===== config.mk =====
export PLATFORM = sky130hd
export DESIGN_NAME = rf_port_sched
export DESIGN_NICKNAME = d
export VERILOG_FILES = /design/src/rtl/rf_port_sched_pkg.sv /design/src/rtl/rr_multi_grant.sv /design/src/rtl/rf_port_sched.sv
export SDC_FILE = /design/constraint.sdc
export NUM_CORES = 1
export LEC_CHECK = 0
export CAP_MARGIN = 10
export CORE_MARGIN = 10
export CORE_UTILIZATION = 43
export DETAILED_ROUTE_END_ITERATION = 8
export GPL_ROUTABILITY_DRIVEN = 0
export GPL_TIMING_DRIVEN = 0
export PLACE_DENSITY = 0.76
export SLEW_MARGIN = 20
export SYNTH_ARGS = -nofsm -noshare
export SYNTH_HDL_FRONTEND = slang
export SYNTH_SLANG_ARGS = --single-unit
export TNS_END_PERCENT = 1

===== constraint.sdc =====
create_clock -name clk -period 5.9 [get_ports clk]
set_input_delay 1.18 -clock clk [delete_from_list [all_inputs] [get_ports clk]]
set_output_delay 1.18 -clock clk [all_outputs]
set_load 0.01 [all_outputs]

===== src/rtl/rf_port_sched_pkg.sv =====
// Shared constants and state type for the register-file port scheduler.
package rf_port_sched_pkg;

  localparam int RF_DEPTH = 32;  // entries in the RAM
  localparam int RF_AW    = 5;   // RAM address width
  localparam int RF_NRP   = 3;   // physical read ports on the RAM

  typedef enum logic [0:0] {
    S_INIT = 1'b0,
    S_RUN  = 1'b1
  } sched_state_e;

endpackage


===== src/rtl/rr_multi_grant.sv =====
// Combinational round-robin picker: grants up to RF_NRP valid requesters,
// scanning from ptr and wrapping modulo NRD. Reports which requester each
// physical port serves and where the next scan should start.
module rr_multi_grant
  import rf_port_sched_pkg::*;
#(
  parameter int NRD = 4,
  localparam int PW = $clog2(NRD)
) (
  input  logic [NRD-1:0]    valid,
  input  logic [PW-1:0]     ptr,
  output logic [NRD-1:0]    grant,
  output logic [RF_NRP-1:0] port_used,
  output logic [PW-1:0]     port_idx [RF_NRP],
  output logic [PW-1:0]     next_ptr
);

  logic [PW-1:0] idx;
  logic [PW-1:0] last;
  logic [1:0]    cnt;

  // Walk the requesters in rotated order and hand out ports in scan order.
  always_comb begin
    // NOTE: every output and temporary gets a default before the loop so no latch is inferred.
    grant     = '0;
    port_used = '0;
    for (int k = 0; k < RF_NRP; k++) port_idx[k] = '0;
    next_ptr  = ptr;
    idx       = '0;
    last      = '0;
    cnt       = '0;
    for (int o = 0; o < NRD; o++) begin
      idx = PW'((int'(ptr) + o) % NRD);
      if (valid[idx] && (cnt != 2'(RF_NRP))) begin
        grant[idx] = 1'b1;
        for (int k = 0; k < RF_NRP; k++) begin
          if (cnt == 2'(k)) begin
            port_used[k] = 1'b1;
            port_idx[k]  = idx;
          end
        end
        last = idx;
        cnt  = cnt + 2'd1;
      end
    end
    if (cnt != 2'd0) next_ptr = (last == PW'(NRD - 1)) ? '0 : last + PW'(1);
  end

endmodule


===== src/rtl/rf_port_sched.sv =====
// Port scheduler for a 32x(3R/1W) RAM: clears the RAM after reset, then
// shares the read ports round-robin and the write port by fixed priority.
// Read results are registered; a same-cycle write to the read address is
// forwarded so reads see write-first data.
module rf_port_sched
  import rf_port_sched_pkg::*;
#(
  parameter int WIDTH = 32,
  parameter int NRD   = 4,
  parameter int NWR   = 2
) (
  input  logic                   clk,
  input  logic                   rst,
  input  logic [NRD-1:0]         rd_req_valid,
  input  logic [NRD*RF_AW-1:0]   rd_req_addr,
  output logic [NRD-1:0]         rd_req_ready,
  output logic [NRD-1:0]         rd_resp_valid,
  output logic [NRD*WIDTH-1:0]   rd_resp_data,
  input  logic [NWR-1:0]         wr_req_valid,
  input  logic [NWR*RF_AW-1:0]   wr_req_addr,
  input  logic [NWR*WIDTH-1:0]   wr_req_data,
  output logic [NWR-1:0]         wr_req_ready,
  output logic                   init_done,
  output logic [RF_AW-1:0]       mem_addr0,
  output logic [RF_AW-1:0]       mem_addr1,
  output logic [RF_AW-1:0]       mem_addr2,
  input  logic [WIDTH-1:0]       mem_dout0,
  input  logic [WIDTH-1:0]       mem_dout1,
  input  logic [WIDTH-1:0]       mem_dout2,
  output logic [RF_AW-1:0]       mem_addrw,
  output logic [WIDTH-1:0]       mem_din,
  output logic                   mem_wea
);

  localparam int PW = $clog2(NRD);

  sched_state_e      state;
  logic [RF_AW-1:0]  init_cnt;
  logic [PW-1:0]     rr_ptr;
  logic              running;

  logic [NRD-1:0]    rd_grant;
  logic [RF_NRP-1:0] port_used;
  logic [PW-1:0]     port_idx [RF_NRP];
  logic [PW-1:0]     next_ptr;

  logic [RF_AW-1:0]  rd_addr   [NRD];
  logic [RF_AW-1:0]  port_addr [RF_NRP];
  logic [WIDTH-1:0]  port_dout [RF_NRP];
  logic [WIDTH-1:0]  rd_fresh  [NRD];

  assign running   = (state == S_RUN);
  assign init_done = running;

  // Read requests are ignored entirely while the clear sequence runs.
  rr_multi_grant #(.NRD(NRD)) u_rr (
    .valid    (rd_req_valid & {NRD{running}}),
    .ptr      (rr_ptr),
    .grant    (rd_grant),
    .port_used(port_used),
    .port_idx (port_idx),
    .next_ptr (next_ptr)
  );

  assign rd_req_ready = rd_grant;

  assign mem_addr0    = port_addr[0];
  assign mem_addr1    = port_addr[1];
  assign mem_addr2    = port_addr[2];
  assign port_dout[0] = mem_dout0;
  assign port_dout[1] = mem_dout1;
  assign port_dout[2] = mem_dout2;

  // Unpack requester addresses and steer the granted ones onto the RAM ports.
  always_comb begin
    for (int i = 0; i < NRD; i++) rd_addr[i] = rd_req_addr[i*RF_AW +: RF_AW];
    for (int k = 0; k < RF_NRP; k++) begin
      port_addr[k] = port_used[k] ? rd_addr[port_idx[k]] : '0;
    end
  end

  // Write port: clear pattern during INIT, lowest-index valid requester in RUN.
  always_comb begin
    wr_req_ready = '0;
    mem_wea      = 1'b0;
    mem_addrw    = '0;
    mem_din      = '0;
    if (!running) begin
      mem_wea   = 1'b1;
      mem_addrw = init_cnt;
    end else begin
      // Descending scan so the lowest valid index is the last one written.
      for (int j = NWR - 1; j >= 0; j--) begin
        if (wr_req_valid[j]) begin
          wr_req_ready    = '0;
          wr_req_ready[j] = 1'b1;
          mem_wea         = 1'b1;
          mem_addrw       = wr_req_addr[j*RF_AW +: RF_AW];
          mem_din         = wr_req_data[j*WIDTH +: WIDTH];
        end
      end
    end
  end

  // Per-requester read value: its port's RAM data, or the write data when
  // the write in this same cycle targets the same entry.
  always_comb begin
    for (int i = 0; i < NRD; i++) begin
      rd_fresh[i] = '0;
      for (int k = 0; k < RF_NRP; k++) begin
        if (port_used[k] && (port_idx[k] == PW'(i))) rd_fresh[i] = port_dout[k];
      end
      if (mem_wea && (mem_addrw == rd_addr[i])) rd_fresh[i] = mem_din;
    end
  end

  // Sequencer state, round-robin pointer and registered read responses.
  always_ff @(posedge clk) begin
    // NOTE: sequential state uses non-blocking assignments so every register samples pre-edge values.
    if (rst) begin
      state         <= S_INIT;
      init_cnt      <= '0;
      rr_ptr        <= '0;
      rd_resp_valid <= '0;
      rd_resp_data  <= '0;
    end else begin
      rd_resp_valid <= rd_grant;
      for (int i = 0; i < NRD; i++) begin
        if (rd_grant[i]) rd_resp_data[i*WIDTH +: WIDTH] <= rd_fresh[i];
      end
      if (state == S_INIT) begin
        init_cnt <= init_cnt + RF_AW'(1);
        if (init_cnt == RF_AW'(RF_DEPTH - 1)) state <= S_RUN;
      end else begin
        rr_ptr <= next_ptr;
      end
    end
  end

endmodule


# Yosys cells after proc, flatten, opt, wreduce, memory -nomap -nowiden
# Index checks and enable logic that the tools add are counted.
[word_totals] ff_bits=140 latchBits=0 ram_bits=0 rom_bits=0 input_bits=198 out_inout_bits=192 word_cells=185 n_memories=0
[classes] addsub=8 mul=0 div_mod_pow=0 n_lt_le_gt_ge=11 n_eq_ne=24 n_shift=0 muxes=96 n_bitwise=7 reduce_logical=31
[ops] cell="two-way mux 32 bit" count=19
[ops] cell="two-way mux 5 bit" count=12
[ops] cell="two-way mux 2 bit" count=20
[ops] cell="binary-select mux 5 bit (select 2 bit)" count=3
[ops] cell="two-way mux 1 bit" count=24
[ops] cell="logical AND 1 bit" count=23
[ops] cell="equality test 5 bit" count=4
[ops] cell="equality test 2 bit (second input constant)" count=9
[ops] cell="two-way mux 6 bit" count=3
[ops] cell="two-way mux 4 bit" count=4
[ops] cell="zero test 2 bit" count=6
[ops] cell="less-than comparator 2 x 3 -> 1 bit (second input constant)" count=4
[ops] cell="bitwise OR 4 bit" count=3
[ops] cell="equality test 2 x 1 -> 1 bit (second input constant)" count=5
[ops] cell="greater-or-equal comparator 3 bit (second input constant)" count=3
[ops] cell="two-way mux 3 bit" count=3
[ops] cell="inverter 2 -> 3 bit" count=3
[ops] cell="adder 2 x 1 -> 2 bit (second input constant)" count=4
[ops] cell="binary-select mux 1 bit (select 2 bit)" count=4
[ops] cell="demux 1 bit (select 2 bit)" count=4
[ops] cell="greater-or-equal comparator 2 x 1 -> 1 bit (second input constant)" count=4
[ops] cell="adder 5 x 1 -> 5 bit (second input constant)" count=1
[ops] cell="equality test 5 bit (second input constant)" count=1
[ops] cell="adder 2 bit (second input constant)" count=2
[ops] cell="other kinds (8)" count=9

# Depth between registers and ports, before layout
[logic_depth] word_depth=19 mapped_depth=18 ltp_nobuf=13

# By module
# Synthesis repeated with hierarchy kept, for this count alone.
[unflattened] hier_cells=1813 area_unflattened_um2=13609.3
[modules_own_cells] mod="rf_port_sched" n_inst=1 cells_per_inst=1693 area_each_um2=12757.2 seq_area_each_um2=2802.7
[modules_own_cells] mod="rr_multi_grant" n_inst=1 cells_per_inst=120 area_each_um2=852.1 seq_area_each_um2=0.0

# Worst setup path after synthesis
# Ideal clock, no wire load.
[synth_timing] kind="input to output" start="input rd_req_valid[1]" end="output mem_addr1[0]" arrival_ns=4.002 required_time_ns=4.720 setup_slack_ns=0.718 stages=12 n_path_buf=3 cell_sequence="mux2i_4 > o22ai_4 > buf_6 > ha_1 > clkbuf_1 > nor2b_1 > nand3_1 > and2_4 > mux2i_1 > buf_2 > mux2i_1 > a211oi_1"
[synth_via] elab_chain_cells=18 elab_cells_between_ends=40 classes_between="2 x add/sub; 6 x eq/ne; 27 x mux; 2 x bitwise; 3 x reduce/logical"
[synth_rtl] element="from (decl)" line_no="rf_port_sched.sv:14" text="input logic [NRD-1:0] rd_req_valid,"
[synth_rtl] element="bitwise AND 4 bit (*)" line_no="rf_port_sched.sv:57" text=".valid (rd_req_valid & {NRD{running}}),"
[synth_rtl] element="parallel branches: the longest is 16 deep, another holds adder 2 x 1 -> 2 bit"
[synth_rtl] element="two-way mux 5 bit (*)" line_no="rf_port_sched.sv:78" text="port_addr[k] = port_used[k] ? rd_addr[port_idx[k]] : '0;"
[synth_rtl] element="to (decl)" line_no="rf_port_sched.sv:25" text="output logic [RF_AW-1:0] mem_addr1,"
# Every way passes the cells marked *. The select of a mux whose other input is x is not followed.

# Worst setup path in the final report
[layout_timing] start="input rd_req_valid[3]" end="output mem_addr2[2]"
[layout_via] elab_chain_cells=18 elab_cells_between_ends=40 classes_between="2 x add/sub; 6 x eq/ne; 27 x mux; 2 x bitwise; 3 x reduce/logical"
[layout_rtl] element="bitwise AND 4 bit (*)" line_no="rf_port_sched.sv:57"
[layout_rtl] element="parallel branches: the longest is 16 deep, another holds adder 2 x 1 -> 2 bit"
[layout_rtl] element="two-way mux 5 bit (*)" line_no="rf_port_sched.sv:78"
[layout_rtl] element="to (decl)" line_no="rf_port_sched.sv:26" text="output logic [RF_AW-1:0] mem_addr2,"
# Marked as above.

==> impl_metrics.csv <==
group,metric,value,unit
outcome,outcome,"finished with violations",
outcome,violations,"design-rule violations",
sta,worstMarginPinSlew,0.9036,ns
cts,clk_latency,0.45,ns
drt,drt_iter0_markers,2809,
cells_and_area,stdcell_area,16440,µm²
sta,fin_crit_sh,0.9813,
setup_path,required,4.72,ns
power_and_ir_drop,leakagePower,5.794,nW
placement,dp_hpwl,46.90,mm
floorplanning,start_util,0.4365,
setup_path,cpLargestDelayFamily,"buffers and inverters",
cells_and_area,layout.nets,2054,
floorplanning,io_pins,390,
setup_path,worstPathMaxFanout,12,
power_and_ir_drop,powerDensity,150.3,nW/µm²
sta,setup_viol,0,
placement,placedCellCount,2161,
sta,max_freq,0.1727,GHz
yosys,synth_warnings,0,
power_and_ir_drop,irDropWorstVdd,0.1721,mV
floorplanning,dieArea,33360,µm²
drt,wire_per_inst,28.77,µm
yosys,ys_seq_area_frac,0.2464,
drt,first_pass_iters,9,
setup_path,crit_chain,"clkdlybuf4s50_1 -> mux2i_1 -> o22ai_2 -> buf_6 -> ha_2 -> clkbuf_4 -> nor2b_4 -> o2111ai_2 -> nand2_4 -> clkbuf_2 -> mux2i_1 -> nand2_1 -> o211a_1 -> clkdlybuf4s50_1",
cells_and_area,post-route-util,0.6310,
cts,clk_path_buf_depth,2,
cts,cts_tree,"built",
yosys,synthDistinctLibCells,89,
cts,cts_hold_buffers,0,
cells_and_area,fillCellCount,2244,
drt,num_vias,15770,
cts,cts.clk_slew.worst_paths,0.07,ns
global_routing,grt_pass1_vias,15300,
cells_and_area,ff_latch_area,2803,µm²
setup_path,cp-end-kind,"output port",
cts,cts_made_buffers,17,
yosys,synth-main-ff-cell,"dfxtp_1",
cts,root_buffer,"clkbuf_16",
sta,maxSlewViolCount,0,
sta,whs,0.4694,ns
cells_and_area,final_cells,2197,
setup_path,crit_type,"in -> out",
floorplanning,fp.dieH,182.6,µm
global_routing,grt_antenna_before_repair,6,
drt,routed_wl,63.21,mm
cells_and_area,multiInputGateArea,7759,µm²
yosys,ys_ff_latch,140,
yosys,synthArstFlopShare,0,
sta,setup_tns,0,ns
yosys,synth-edff-count,0,
drt,ant_nets,0,
global_routing,grtUsageTotal,0.3562,
sta,hold_violations,0,
setup_path,path_buf_inv,5,
sta,relSlewSlack,0.3976,
setup_path,slowest_delay,0.48,ns
setup_path,r2r_setup_slack,0.86,ns
floorplanning,die_w,182.6,µm
cells_and_area,layout-drive-gt1-share,0.08069,
drt,route.detailed.drc,11,
cells_and_area,syn2layout_area_growth,44.57,%
min_path,min_path_type,"reg -> reg",
cells_and_area,layout_commonest_cell,"clkdlybuf4s50_1",
sta,finalCriticalPeriod,5.790,ns
sta,clock_skew,0.01696,ns
cells_and_area,layout_common_cells,"374 x clkdlybuf4s50_1, 191 x nand2_1, 140 x dfxtp_1",
drt,vias_per_cell,7.176,
setup_path,cp_data_arrival_time,4.61,ns
yosys,avgSynthCellArea,7.920,µm²
cts,h-tree-depth,4,
placement,portBuffers,388,
yosys,syn_inst,1436,
floorplanning,row_count,59,
global_routing,overflow,0,
cts,clock-sinks,140,
global_routing,grt_max_degree,17,
job,max_cap_violations,0,
global_routing,grt_pass1_wl,94.00,mm
setup_path,slowest_stage,"clkdlybuf4s50_1",
floorplanning,core_area,26060,µm²
yosys,synth_area,11370,µm²
sta,rsz0062_at_grt,"true",
placement,placed_cell_area,15690,µm²
setup_path,start_kind,"primary input",
yosys,synthesis.nets,1644,
per-stage QoR:
| stage | power (W) | setup slack [ns] |
|---|---|---|
| final | 0.002471 | 0.1104 |
| after CTS | 0.002440 | -0.04269 |
| after floorplan | 0.001076 | 0.7184 |
| after global routing | 0.002505 | -0.1108 |
| after global placement | 0.001314 | -1.099 |
| after detailed placement | 0.001317 | -1.179 |
flip-flops by register name, summed over array words and instances, names as in the netlist, named ones only:
name	cells
rr_ptr	1
rd_resp_data	128
rd_resp_valid	4
init_cnt	5
init_done	1
power breakdown:
part	leakage (nW)	internal (W)	switching, W
Clock	0.284	0.000645	0.000513
Sequential	1.13	0.000946	0.00000332
Combinational	4.38	0.000171	0.000192
synthesized netlist by cell type, types with 15 or more instances:
| library cell | count | area, µm² |
|---|---|---|
| nand2_1 | 194 | 728.2 |
| dfxtp_1 | 140 | 2803 |
| clkbuf_1 | 99 | 371.6 |
| a221oi_1 | 97 | 849.6 |
| nor2_1 | 71 | 266.5 |
| o221ai_1 | 67 | 586.8 |
| o21ai_0 | 53 | 265.3 |
| a211oi_1 | 45 | 337.8 |
| inv_1 | 44 | 165.2 |
| a31oi_1 | 42 | 262.8 |
| and3_1 | 38 | 237.7 |
| buf_2 | 37 | 185.2 |
| a221o_1 | 34 | 340.3 |
| a22o_1 | 34 | 297.8 |
| a32oi_1 | 34 | 297.8 |
| a21o_1 | 33 | 247.7 |
| o21a_1 | 33 | 247.7 |
| a311oi_1 | 32 | 280.3 |
| o2111ai_1 | 32 | 280.3 |
| o21bai_1 | 32 | 240.2 |
| mux2i_1 | 25 | 250.2 |
| nand3_1 | 15 | 75.07 |
what timing repair did:
item	4_1_cts	5_1_grt
buffers inserted	4	2
endpoints found under the setup margin	28	38
endpoints found under the hold margin	0	0
pin swaps	2	2
resized for setup	31	20
kinds of logic after synthesis:
logic type,count (synthesis),share of synthesized area
adders and majority gates,10,0.01100
xor gates and xnor gates,18,0.01386
buffers and inverters,203,0.07932
and+or+nand+nor,398,0.1677
muxes,30,0.02948
AOI/OAI and AO/OA,637,0.4523
DFF,140,0.2464
cell type report:
cell class,instances,area share
Timing Repair Buffer,396,0.2401
Tap cell,335,0.02549
Sequential cell,140,0.1705
Multi-Input combinational cell,1093,0.4719
Buffer,151,0.04398
Clock buffer,19,0.02694
Inverter,47,0.01126
Antenna cell,3,0.0004566
Clock inverter,13,0.009436
path summary, 6_finish.rpt:
check,startpoint,end,cells past startpoint
worst min register to register,rd_resp_data[109],rd_resp_data[109],2
worst max register to register,flip-flop,rd_resp_data[119],16
worst min-delay path,rd_resp_data[109],rd_resp_data[109],2
worst max-delay path,rd_req_valid[3],mem_addr2[2],14
worst min-delay path, stage by stage, from the launching register on:
cell and delay (ns):
dfxtp_1 0.31, nand2_1 0.05, a211oi_1 0.06
metal layers:
layer / vias up / GRT usage / wire (µm)
met5: - / 0 / 46
met3: 312 / 0.1331 / 9258
met1: 7380 / 0.4212 / 22710
met4: 6 / 0.1793 / 3531
met2: 1487 / 0.5538 / 27660
li1: 6581 / - / -
No activity file was read; power rests on OpenSTA's default activity.
